==> config.mk <==
export PLATFORM = sky130hd
export DESIGN_NAME = postfix_eval_p_flat
export DESIGN_NICKNAME = d
export VERILOG_FILES = /design/src/rtl/postfix_pkg.sv /design/src/rtl/postfix_eval_p_if.sv /design/src/rtl/postfix_alu.sv /design/src/rtl/postfix_eval_p.sv /design/src/flat_wrapper.sv
export SDC_FILE = /design/constraint.sdc
export NUM_CORES = 1
export LEC_CHECK = 0
export CORE_MARGIN = 2
export CORE_UTILIZATION = 45
export CTS_BUF_LIST = sky130_fd_sc_hd__clkbuf_4
export DETAILED_ROUTE_END_ITERATION = 7
export PLACE_DENSITY = 0.75
export SLEW_MARGIN = 15
export SYNTH_ARGS = -nofsm -noshare
export SYNTH_HDL_FRONTEND = slang
export SYNTH_SLANG_ARGS = --single-unit
==> constraint.sdc <==
create_clock -name CLK -period 7.9 [get_ports CLK]
set_clock_uncertainty 0.2 [all_clocks]
set_input_delay 0.79 -clock CLK [delete_from_list [all_inputs] [get_ports CLK]]
set_output_delay 0.79 -clock CLK [all_outputs]
set_load 0.01 [all_outputs]
==> src/rtl/postfix_pkg.sv <==
// postfix_pkg: opcodes, error codes and FSM states shared by the postfix evaluator.
package postfix_pkg;
    localparam logic [3:0] OP_ADD = 4'b0001;
    localparam logic [3:0] OP_SUB = 4'b0010;
    localparam logic [3:0] OP_MUL = 4'b0100;
    localparam logic [3:0] OP_NEG = 4'b1000;
    localparam logic [2:0] ERR_NONE  = 3'd0;
    localparam logic [2:0] ERR_UNDER = 3'd1;
    localparam logic [2:0] ERR_OVER  = 3'd2;
    localparam logic [2:0] ERR_OPC   = 3'd3;
    localparam logic [2:0] ERR_DEPTH = 3'd4;
    typedef enum logic {IDLE, ACCUM} state_t;
endpackage

==> src/rtl/postfix_eval_p_if.sv <==
// postfix_eval_p_if: token stream in, result/status out.
interface postfix_eval_p_if #(parameter int DATA_W = 16, parameter int IN_W = 4);
    logic              IN_VALID;
    logic [IN_W-1:0]   IN;
    logic              OP_MODE;
    logic              OUT_VALID;
    logic [DATA_W-1:0] OUT;
    logic [2:0]        OUT_ERR;
    modport master (output IN_VALID, IN, OP_MODE, input OUT_VALID, OUT, OUT_ERR);
    modport slave  (input IN_VALID, IN, OP_MODE, output OUT_VALID, OUT, OUT_ERR);
endinterface

==> src/rtl/postfix_alu.sv <==
// postfix_alu: combinational wrap-around arithmetic for one postfix operator.
module postfix_alu
    import postfix_pkg::*;
#(
    parameter int DATA_W = 16
) (
    input  logic [DATA_W-1:0] a,
    input  logic [DATA_W-1:0] b,
    input  logic [3:0]        opcode,
    output logic [DATA_W-1:0] result,
    output logic              illegal
);
    always_comb begin
        result  = opcode == OP_ADD ? b + a :
                  opcode == OP_SUB ? b - a :
                  opcode == OP_MUL ? b * a :
                  opcode == OP_NEG ? '0 - a : '0;
        illegal = !(opcode inside {OP_ADD, OP_SUB, OP_MUL, OP_NEG});
    end
endmodule

==> src/rtl/postfix_eval_p.sv <==
// postfix_eval_p: stack-based RPN evaluator with sticky error detection,
// one result/status pulse per IN_VALID run.
module postfix_eval_p
    import postfix_pkg::*;
#(
    parameter int DATA_W = 16,
    parameter int IN_W   = 4,
    parameter int DEPTH  = 8
) (
    input  logic CLK,
    input  logic RESET,
    postfix_eval_p_if.slave bus
);
    localparam int PW = $clog2(DEPTH + 1);
    localparam int AW = (DEPTH > 1) ? $clog2(DEPTH) : 1;

    logic [DATA_W-1:0] r_stack [DEPTH];
    logic [PW-1:0]     r_sp;
    logic [2:0]        r_err;
    state_t            r_state;
    logic              r_out_valid;
    logic [DATA_W-1:0] r_out;
    logic [2:0]        r_out_err;

    state_t            w_state_nxt;
    logic              w_emit, w_do, w_bin, w_illegal;
    logic [3:0]        w_opc;
    logic [2:0]        w_tok_err;
    logic [PW-1:0]     w_sp_nxt, w_wi;
    logic [DATA_W-1:0] w_a, w_b, w_alu, w_wd;

    assign w_opc = 4'(bus.IN);
    assign w_a   = r_stack[AW'(r_sp - PW'(1))];
    assign w_b   = r_stack[AW'(r_sp - PW'(2))];

    postfix_alu #(.DATA_W(DATA_W)) u_alu (
        .a(w_a), .b(w_b), .opcode(w_opc), .result(w_alu), .illegal(w_illegal)
    );

    always_comb begin
        w_state_nxt = bus.IN_VALID ? ACCUM : IDLE;
        w_emit      = (r_state == ACCUM) && !bus.IN_VALID;
        w_bin       = w_opc inside {OP_ADD, OP_SUB, OP_MUL};
        // Non-binary legal opcode is NEG, which only needs one entry.
        w_tok_err   = !bus.OP_MODE ? (r_sp == PW'(DEPTH) ? ERR_OVER : ERR_NONE) :
                      w_illegal ? ERR_OPC :
                      ((w_bin && r_sp < PW'(2)) || (!w_bin && r_sp == '0)) ? ERR_UNDER : ERR_NONE;
        w_do        = bus.IN_VALID && r_err == ERR_NONE && w_tok_err == ERR_NONE;
        w_wi        = !bus.OP_MODE ? r_sp : w_bin ? r_sp - PW'(2) : r_sp - PW'(1);
        w_wd        = !bus.OP_MODE ? DATA_W'(bus.IN) : w_alu;
        w_sp_nxt    = !bus.OP_MODE ? r_sp + PW'(1) : w_bin ? r_sp - PW'(1) : r_sp;
    end

    always_ff @(posedge CLK or negedge RESET) begin
        if (!RESET) begin
            r_state     <= IDLE;
            r_sp        <= '0;
            r_err       <= ERR_NONE;
            r_out_valid <= 1'b0;
            r_out       <= '0;
            r_out_err   <= ERR_NONE;
        end else begin
            r_state     <= w_state_nxt;
            r_out_valid <= w_emit;
            if (w_emit) begin
                r_out     <= (r_err == ERR_NONE && r_sp == PW'(1)) ? r_stack[0] : '0;
                r_out_err <= r_err != ERR_NONE ? r_err : r_sp != PW'(1) ? ERR_DEPTH : ERR_NONE;
                r_sp      <= '0;
                r_err     <= ERR_NONE;
            end else if (bus.IN_VALID) begin
                r_err <= r_err != ERR_NONE ? r_err : w_tok_err;
                if (w_do) r_sp <= w_sp_nxt;
            end
        end
    end

    // Stack contents are don't-care after reset, so storage carries no reset.
    always_ff @(posedge CLK) begin
        if (w_do) r_stack[AW'(w_wi)] <= w_wd;
    end

    assign bus.OUT_VALID = r_out_valid;
    assign bus.OUT       = r_out;
    assign bus.OUT_ERR   = r_out_err;
endmodule

==> src/flat_wrapper.sv <==
// flat-port wrapper written by rule: the top's interface ports become plain ports
module postfix_eval_p_flat import postfix_pkg::*;
#(
    parameter int DATA_W = 16,
    parameter int IN_W   = 4,
    parameter int DEPTH  = 8
)
  (CLK, RESET, bus_IN_VALID, bus_IN, bus_OP_MODE, bus_OUT_VALID, bus_OUT, bus_OUT_ERR);
  postfix_eval_p_if #(.DATA_W(DATA_W), .IN_W(IN_W)) bus_i ();
  input  logic CLK;
  input  logic RESET;
  input wire logic [$bits(bus_i.IN_VALID)-1:0] bus_IN_VALID;
  input wire logic [$bits(bus_i.IN)-1:0] bus_IN;
  input wire logic [$bits(bus_i.OP_MODE)-1:0] bus_OP_MODE;
  output wire logic [$bits(bus_i.OUT_VALID)-1:0] bus_OUT_VALID;
  output wire logic [$bits(bus_i.OUT)-1:0] bus_OUT;
  output wire logic [$bits(bus_i.OUT_ERR)-1:0] bus_OUT_ERR;
  assign bus_i.IN_VALID = bus_IN_VALID;
  assign bus_i.IN = bus_IN;
  assign bus_i.OP_MODE = bus_OP_MODE;
  assign bus_OUT_VALID = bus_i.OUT_VALID;
  assign bus_OUT = bus_i.OUT;
  assign bus_OUT_ERR = bus_i.OUT_ERR;
  postfix_eval_p #(.DATA_W(DATA_W), .IN_W(IN_W), .DEPTH(DEPTH)) u_core (.CLK(CLK), .RESET(RESET), .bus(bus_i));
endmodule
# Yosys cells after proc, flatten, opt, wreduce, memory -nomap -nowiden
# Memory sizes are Yosys's and may differ from the RTL's.
# Index checks and enable logic that the tools add are counted.
[totals]
regBits = 28
mem_bits_rw = 128
input_bits = 8
output_inout_bits = 20
elab_cells = 68
memories = 1
[mem_list]
columns = ["memory", "words", "word_bits", "rd", "rd_clocked_by_memory_dff", "wr", "line_no", "text"]
rows = [
  ["u_core.r_stack", 8, 16, 3, 0, 1, "postfix_eval_p.sv:17", "logic [DATA_W-1:0] r_stack [DEPTH];"],
]
[classes]
addsub = 6
mul = 1
order_cmp = 1
n_eq_ne = 9
mux = 25
reduce_logical = 19
[op_table]
columns = ["op", "n"]
rows = [
  ["$mux 16", 6],
  ["$mux 3", 9],
  ["$mux 4", 5],
  ["$add 16x16->16", 1],
  ["$mul 16x16->16", 1],
  ["$sub 1x16->16 const A", 1],
  ["$sub 16x16->16", 1],
  ["$eq 4x1->1 const B", 2],
  ["$eq 4x4->1 const B", 2],
  ["$logic_and 1x1->1", 6],
  ["$logic_not 3->1", 2],
  ["$reduce_bool 3->1", 2],
  ["$add 4x1->4 const B", 1],
  ["$eq 4x2->1 const B", 1],
  ["$eq 4x3->1 const B", 1],
  ["$logic_not 4->1", 1],
  ["$lt 4x2->1 const B", 1],
  ["$mux 1", 4],
  ["$ne 4x1->1 const B", 1],
  ["$reduce_bool 2->1", 2],
  ["$reduce_bool 4->1", 1],
  ["$sub 4x1->4 const B", 1],
  ["$ne 3x1->1 const B", 1],
  ["$reduce_and 3->1", 1],
  ["other kinds (6)", 7],
]

# Logic depth before layout (Yosys ltp)
[logic_depth]
ltp_word = 13
mapped_depth = 35
mapped_depth_nobuf = 28

# Cells and area by module
# From an unflattened synthesis, not the netlist that was laid out.
[hier_totals]
hier_cells = 1139
area_unflattened_um2 = 13152.6
[by_module_without_submodules]
columns = ["mod", "instances", "cells_per_inst", "area_per_inst_um2", "seq_area_each_um2"]
rows = [
  ["postfix_eval_p", 1, 392, 7272.0, 4519.3],
  ["postfix_alu", 1, 747, 5880.6, 0.0],
]

# Least setup slack after synthesis
# Ideal clock, no wire load.
[synth_path]
kind = "flip-flop to flip-flop"
start = "register u_core.r_sp[1]"
end = "memory u_core.r_stack[0][15], data pin"
setup_ns = 0.237
arrival_ns = 7.924
required_time_ns = 7.463
slack_ns = -0.461
path_stages_with_launch = 31
period_less_slack_ns = 8.361
cell_sequence = "dfrtp_1 > buf_2 > buf_2 > buf_2 > inv_1 > ha_1 > buf_6 > buf_6 > buf_4 > mux4_2 > mux2i_4 > clkinv_1 > nand2_1 > fa_1 > fa_1 > inv_1 > fa_1 > fa_1 > inv_1 > fa_1 > fa_1 > xor2_1 > xnor2_1 > xnor2_1 > xnor2_1 > xnor2_1 > xnor3_1 > xnor2_1 > xor2_1 > a22oi_1 > a31oi_1"
[synth_via]
elab_chain_cells = 8
word_cells_on_any_way = 12
[synth_lines]
columns = ["item", "line_no", "text"]
rows = [
  ["start: declaration", "postfix_eval_p.sv:18", "logic [PW-1:0] r_sp;"],
  ["start signal: assignment", "postfix_eval_p.sv:72", "if (w_do) r_sp <= w_sp_nxt;"],
  ["$sub 4x1->4", "postfix_eval_p.sv:33", "assign w_a = r_stack[AW'(r_sp - PW'(1))];"],
  ["$mem_v2 8x16 *", "-", ""],
  ["parallel branches: the longest is 4 deep, another holds $mul 16x16->16", "-", ""],
  ["$mux 16 *", "postfix_alu.sv:14", "result = opcode == OP_ADD ? b + a :"],
  ["$mux 16 *", "postfix_eval_p.sv:50", "w_wd = !bus.OP_MODE ? DATA_W'(bus.IN) : w_alu;"],
  ["net u_core.w_wd[15]", "postfix_eval_p.sv:30", "logic [DATA_W-1:0] w_a, w_b, w_alu, w_wd;"],
  ["end: declaration", "postfix_eval_p.sv:17", ""],
]
# Mark *: on every way through the listed nets, which the timed path passes.

# Worst setup path after layout
[layout_path]
start = "register u_core.r_sp[2]"
end = "memory u_core.r_stack[6][12], data pin"
# The elaborated chain is that of the path after synthesis.

==> metrics.txt <==
outcome=complete, no violations; width of the die=174 µm; area enclosed by the die boundary=30,400 µm²; area added between synthesis and finish=11.0%; class of the worst hold path=reg2reg; Tightest Pin Transition=1.14 ns; number of global-route vias before repair=9,605; first-pass GRT wire length=53,000 µm; final hold violation count=0; primary flip-flop cell chosen by synthesis mapping=sky130_fd_sc_hd__edfxtp_1; Post-Syn Area per Cell=11.5 µm²; number of detailed-routing iterations run before antenna repair=5; count of unique library cells instantiated by Yosys=78; share of cells above drive strength 1=17.0%; clock tree from TritonCTS=yes; footprint of the multi-input gates=7770 µm²; Final Critical Period=7.60 ns; global routing met3 resource utilization=4.18%; final-stage net count=1,386; reg2reg start=u_core.r_sp[2]; reg2reg end=u_core.r_stack[6][12]; Hold Path Cell Cnt=2; nets in the synthesized netlist=1,314; largest incremental delay on the critical path=0.77 ns; overall via count from detail_route=9,480; critical path arrival=7.66 ns; number of DRC violations after detailed-routing iteration 0=1,007; Final Cycle Share=96.2%; Worst setup EP type=flop; leftover overflow at the end of global routing=0; Critical path buffers and inverters=7; required time reported for the critical path endpoint=7.96 ns; type of the setup path with the least slack=reg2reg; post-synthesis cell count=1,138; sequential cell area=4520 µm²; die extent in y=174 µm; met2 GRT Util=39.0%; largest net degree at the start of global routing=69; WHS=0.291 ns; type of element launching the critical path=flop; cell class contributing the biggest share of worst-path delay=adder cells; clock transition at the registers of the reported paths=0.12 ns; Max-cap violations=0; post-synthesis cell area=13,100 µm²; number of buffer cells added on primary ports=27; max-slew violation count=0; global-route total usage across every layer=22.7%; remaining antenna violation count after routing=0; placer's final routability congestion estimate=0.962; HPWL after detailed placement=26,000 µm; buffer type at the clock tree root=sky130_fd_sc_hd__clkbuf_4; final WL=34,200 µm; most common cell after layout, fill and taps aside=sky130_fd_sc_hd__inv_1; max-slew headroom at the worst pin=23.6%; Layout fillers=2,453; Clock Sink Count=155; terminating pin of the worst hold path=u_core.bus.OUT_ERR[1]; count of flip-flops with a built-in enable after synthesis=128; Register-to-Register Path Depth=23; crit path cell chain=inv_1 -> ha_1 -> buf_12 -> mux2i_4 -> inv_1 -> ha_1 -> fa_1 -> inv_1 -> fa_1 -> fa_1 -> fa_1 -> inv_1 -> fa_1 -> inv_1 -> fa_1 -> inv_1 -> ha_4 -> and3_1 -> a211oi_2 -> xnor2_1 -> o22ai_1 -> o21ai_0 -> a21oi_1; via-per-instance ratio=5.90; worst reg-to-reg setup slack=0.30 ns; startpoint of the most critical hold path=u_core.bus.OUT_ERR[1]; met1 layer usage reported by global route=29.6%; CTS H-Tree Depth=4; effective utilization at floorplan=45.7%; busiest grt layer=met2; worst skew pair latency=0.56 ns; achievable frequency=132 MHz; Crit Path Max Fanout=17; number of synthesis warnings=0; share of the yosys chip area belonging to registers=34.5%; IO Pins=28; number of antenna violations at the first check in global routing=1; Slowest-stage cell, CP=sky130_fd_sc_hd__dfrtp_1; number of standard-cell rows in the floorplan=62; most frequent cells in the layout=sky130_fd_sc_hd__inv_1 (154), sky130_fd_sc_hd__edfxtp_1 (128), sky130_fd_sc_hd__nor2_1 (107), sky130_fd_sc_hd__nand2_1 (102), sky130_fd_sc_hd__ha_1 (84); wire length per cell after detailed routing=21.3 µm; FFs w/ async S/R, synth=17.4%; clk buf depth=2; utilization after layout=50.7%; #FFs+latches synth=155; core footprint=28,600 µm²; clock buffers created by TritonCTS=17; final setup vio count=0; CTS hold repair buffers=0; DRC viols=0
[area by class of cell]
cell class | instances | share of cell area (%)
diodes | 1 | 0.0172
flip-flops and latches | 155 | 31.1
well taps | 384 | 3.31
multi-input cells | 780 | 53.5
repair buffers | 95 | 5.63
clock buffers | 18 | 0.930
clock inverters | 14 | 1.27
inverters | 161 | 4.23
[cell usage after synthesis, types with 7 or more instances]
master / instances / area (µm²)
sky130_fd_sc_hd__nor3_1: 14 / 70.1
sky130_fd_sc_hd__mux2i_4: 7 / 158
sky130_fd_sc_hd__mux2_2: 8 / 90.1
sky130_fd_sc_hd__fa_1: 82 / 1640
sky130_fd_sc_hd__o22ai_1: 8 / 50.1
sky130_fd_sc_hd__buf_2: 10 / 50.1
sky130_fd_sc_hd__xor2_1: 15 / 131
sky130_fd_sc_hd__xnor2_1: 42 / 368
sky130_fd_sc_hd__mux2i_1: 13 / 130
sky130_fd_sc_hd__o21ai_0: 33 / 165
sky130_fd_sc_hd__nand2b_1: 9 / 56.3
sky130_fd_sc_hd__a21oi_1: 43 / 215
sky130_fd_sc_hd__edfxtp_1: 128 / 3840
sky130_fd_sc_hd__dfrtp_1: 27 / 676
sky130_fd_sc_hd__nand2_1: 103 / 387
sky130_fd_sc_hd__mux4_1: 14 / 368
sky130_fd_sc_hd__clkbuf_1: 15 / 56.3
sky130_fd_sc_hd__nor2b_1: 10 / 62.6
sky130_fd_sc_hd__mux4_2: 50 / 1130
sky130_fd_sc_hd__inv_1: 154 / 578
sky130_fd_sc_hd__buf_4: 13 / 97.6
sky130_fd_sc_hd__ha_1: 86 / 1080
sky130_fd_sc_hd__a22o_1: 18 / 158
sky130_fd_sc_hd__nor2_1: 107 / 402
sky130_fd_sc_hd__or3_1: 7 / 43.8
[per-stage QoR]
step	area (µm²)	cells	TNS (ns)	setup slack, ns
global route	14500	1608	-0.0348	-0.00522
finish	14500	1608	0	0.302
global placement	14100	1572	0	0.249
floorplan	13100	1138	0	0.0126
CTS	14500	1604	0	0.0163
detailed placement	14100	1572	0	0.0459
[registers in the layout (all words and copies together), names as in the netlist]
name,count
u_core.bus.OUT_ERR,3
u_core.bus.OUT,16
u_core.r_stack,128
u_core.r_state,1
u_core.r_sp,4
u_core.bus.OUT_VALID,1
u_core.r_err,2
[worst min-delay path, stage by stage (launching register included)]
cell                      delay (ns)
sky130_fd_sc_hd__dfrtp_1        0.37
sky130_fd_sc_hd__nand2_1        0.05
sky130_fd_sc_hd__nand2_1        0.05
[repair_timing]
| item | CTS | global route |
|---|---|---|
| setup endpoints to repair | 0 | 24 |
| resized for setup | 0 | 3 |
| buffers inserted | 0 | 2 |
[layer usage]
metal	share of wire, %	up-vias
met2	49	425
met4	2.2	0
met1	41	4824
met5	0	-
met3	7.9	53
li1	-	4178
[how the worst max path moves through the flow]
stage | startpoint | to | slack, ns | cells past startpoint
2_1_floorplan | u_core.r_sp[0] | u_core.r_stack[0][15] | 0.01 | 31
3_3_place_gp | u_core.r_sp[0] | u_core.r_stack[3][15] | 0.25 | 26
3_5_place_dp | u_core.r_sp[0] | u_core.r_stack[1][15] | 0.05 | 26
4_1_cts | u_core.r_sp[0] | u_core.r_stack[0][15] | 0.02 | 26
5_1_grt | u_core.r_sp[2] | u_core.r_stack[6][12] | -0.005 | 23
6_report | u_core.r_sp[2] | u_core.r_stack[6][12] | 0.30 | 23
[kinds of logic after synthesis]
logic type / Yosys count / share of synthesized area (%)
simple gates: 279 / 9.52
flops: 155 / 34.5
fa+ha+maj: 168 / 20.8
xor+xnor: 59 / 4.20
compound gates: 177 / 9.49
buf+inv: 204 / 6.74
mux: 96 / 14.7
Power is not shown: default switching activity piles up to over one toggle a cycle in this logic, so the estimate is an artifact.
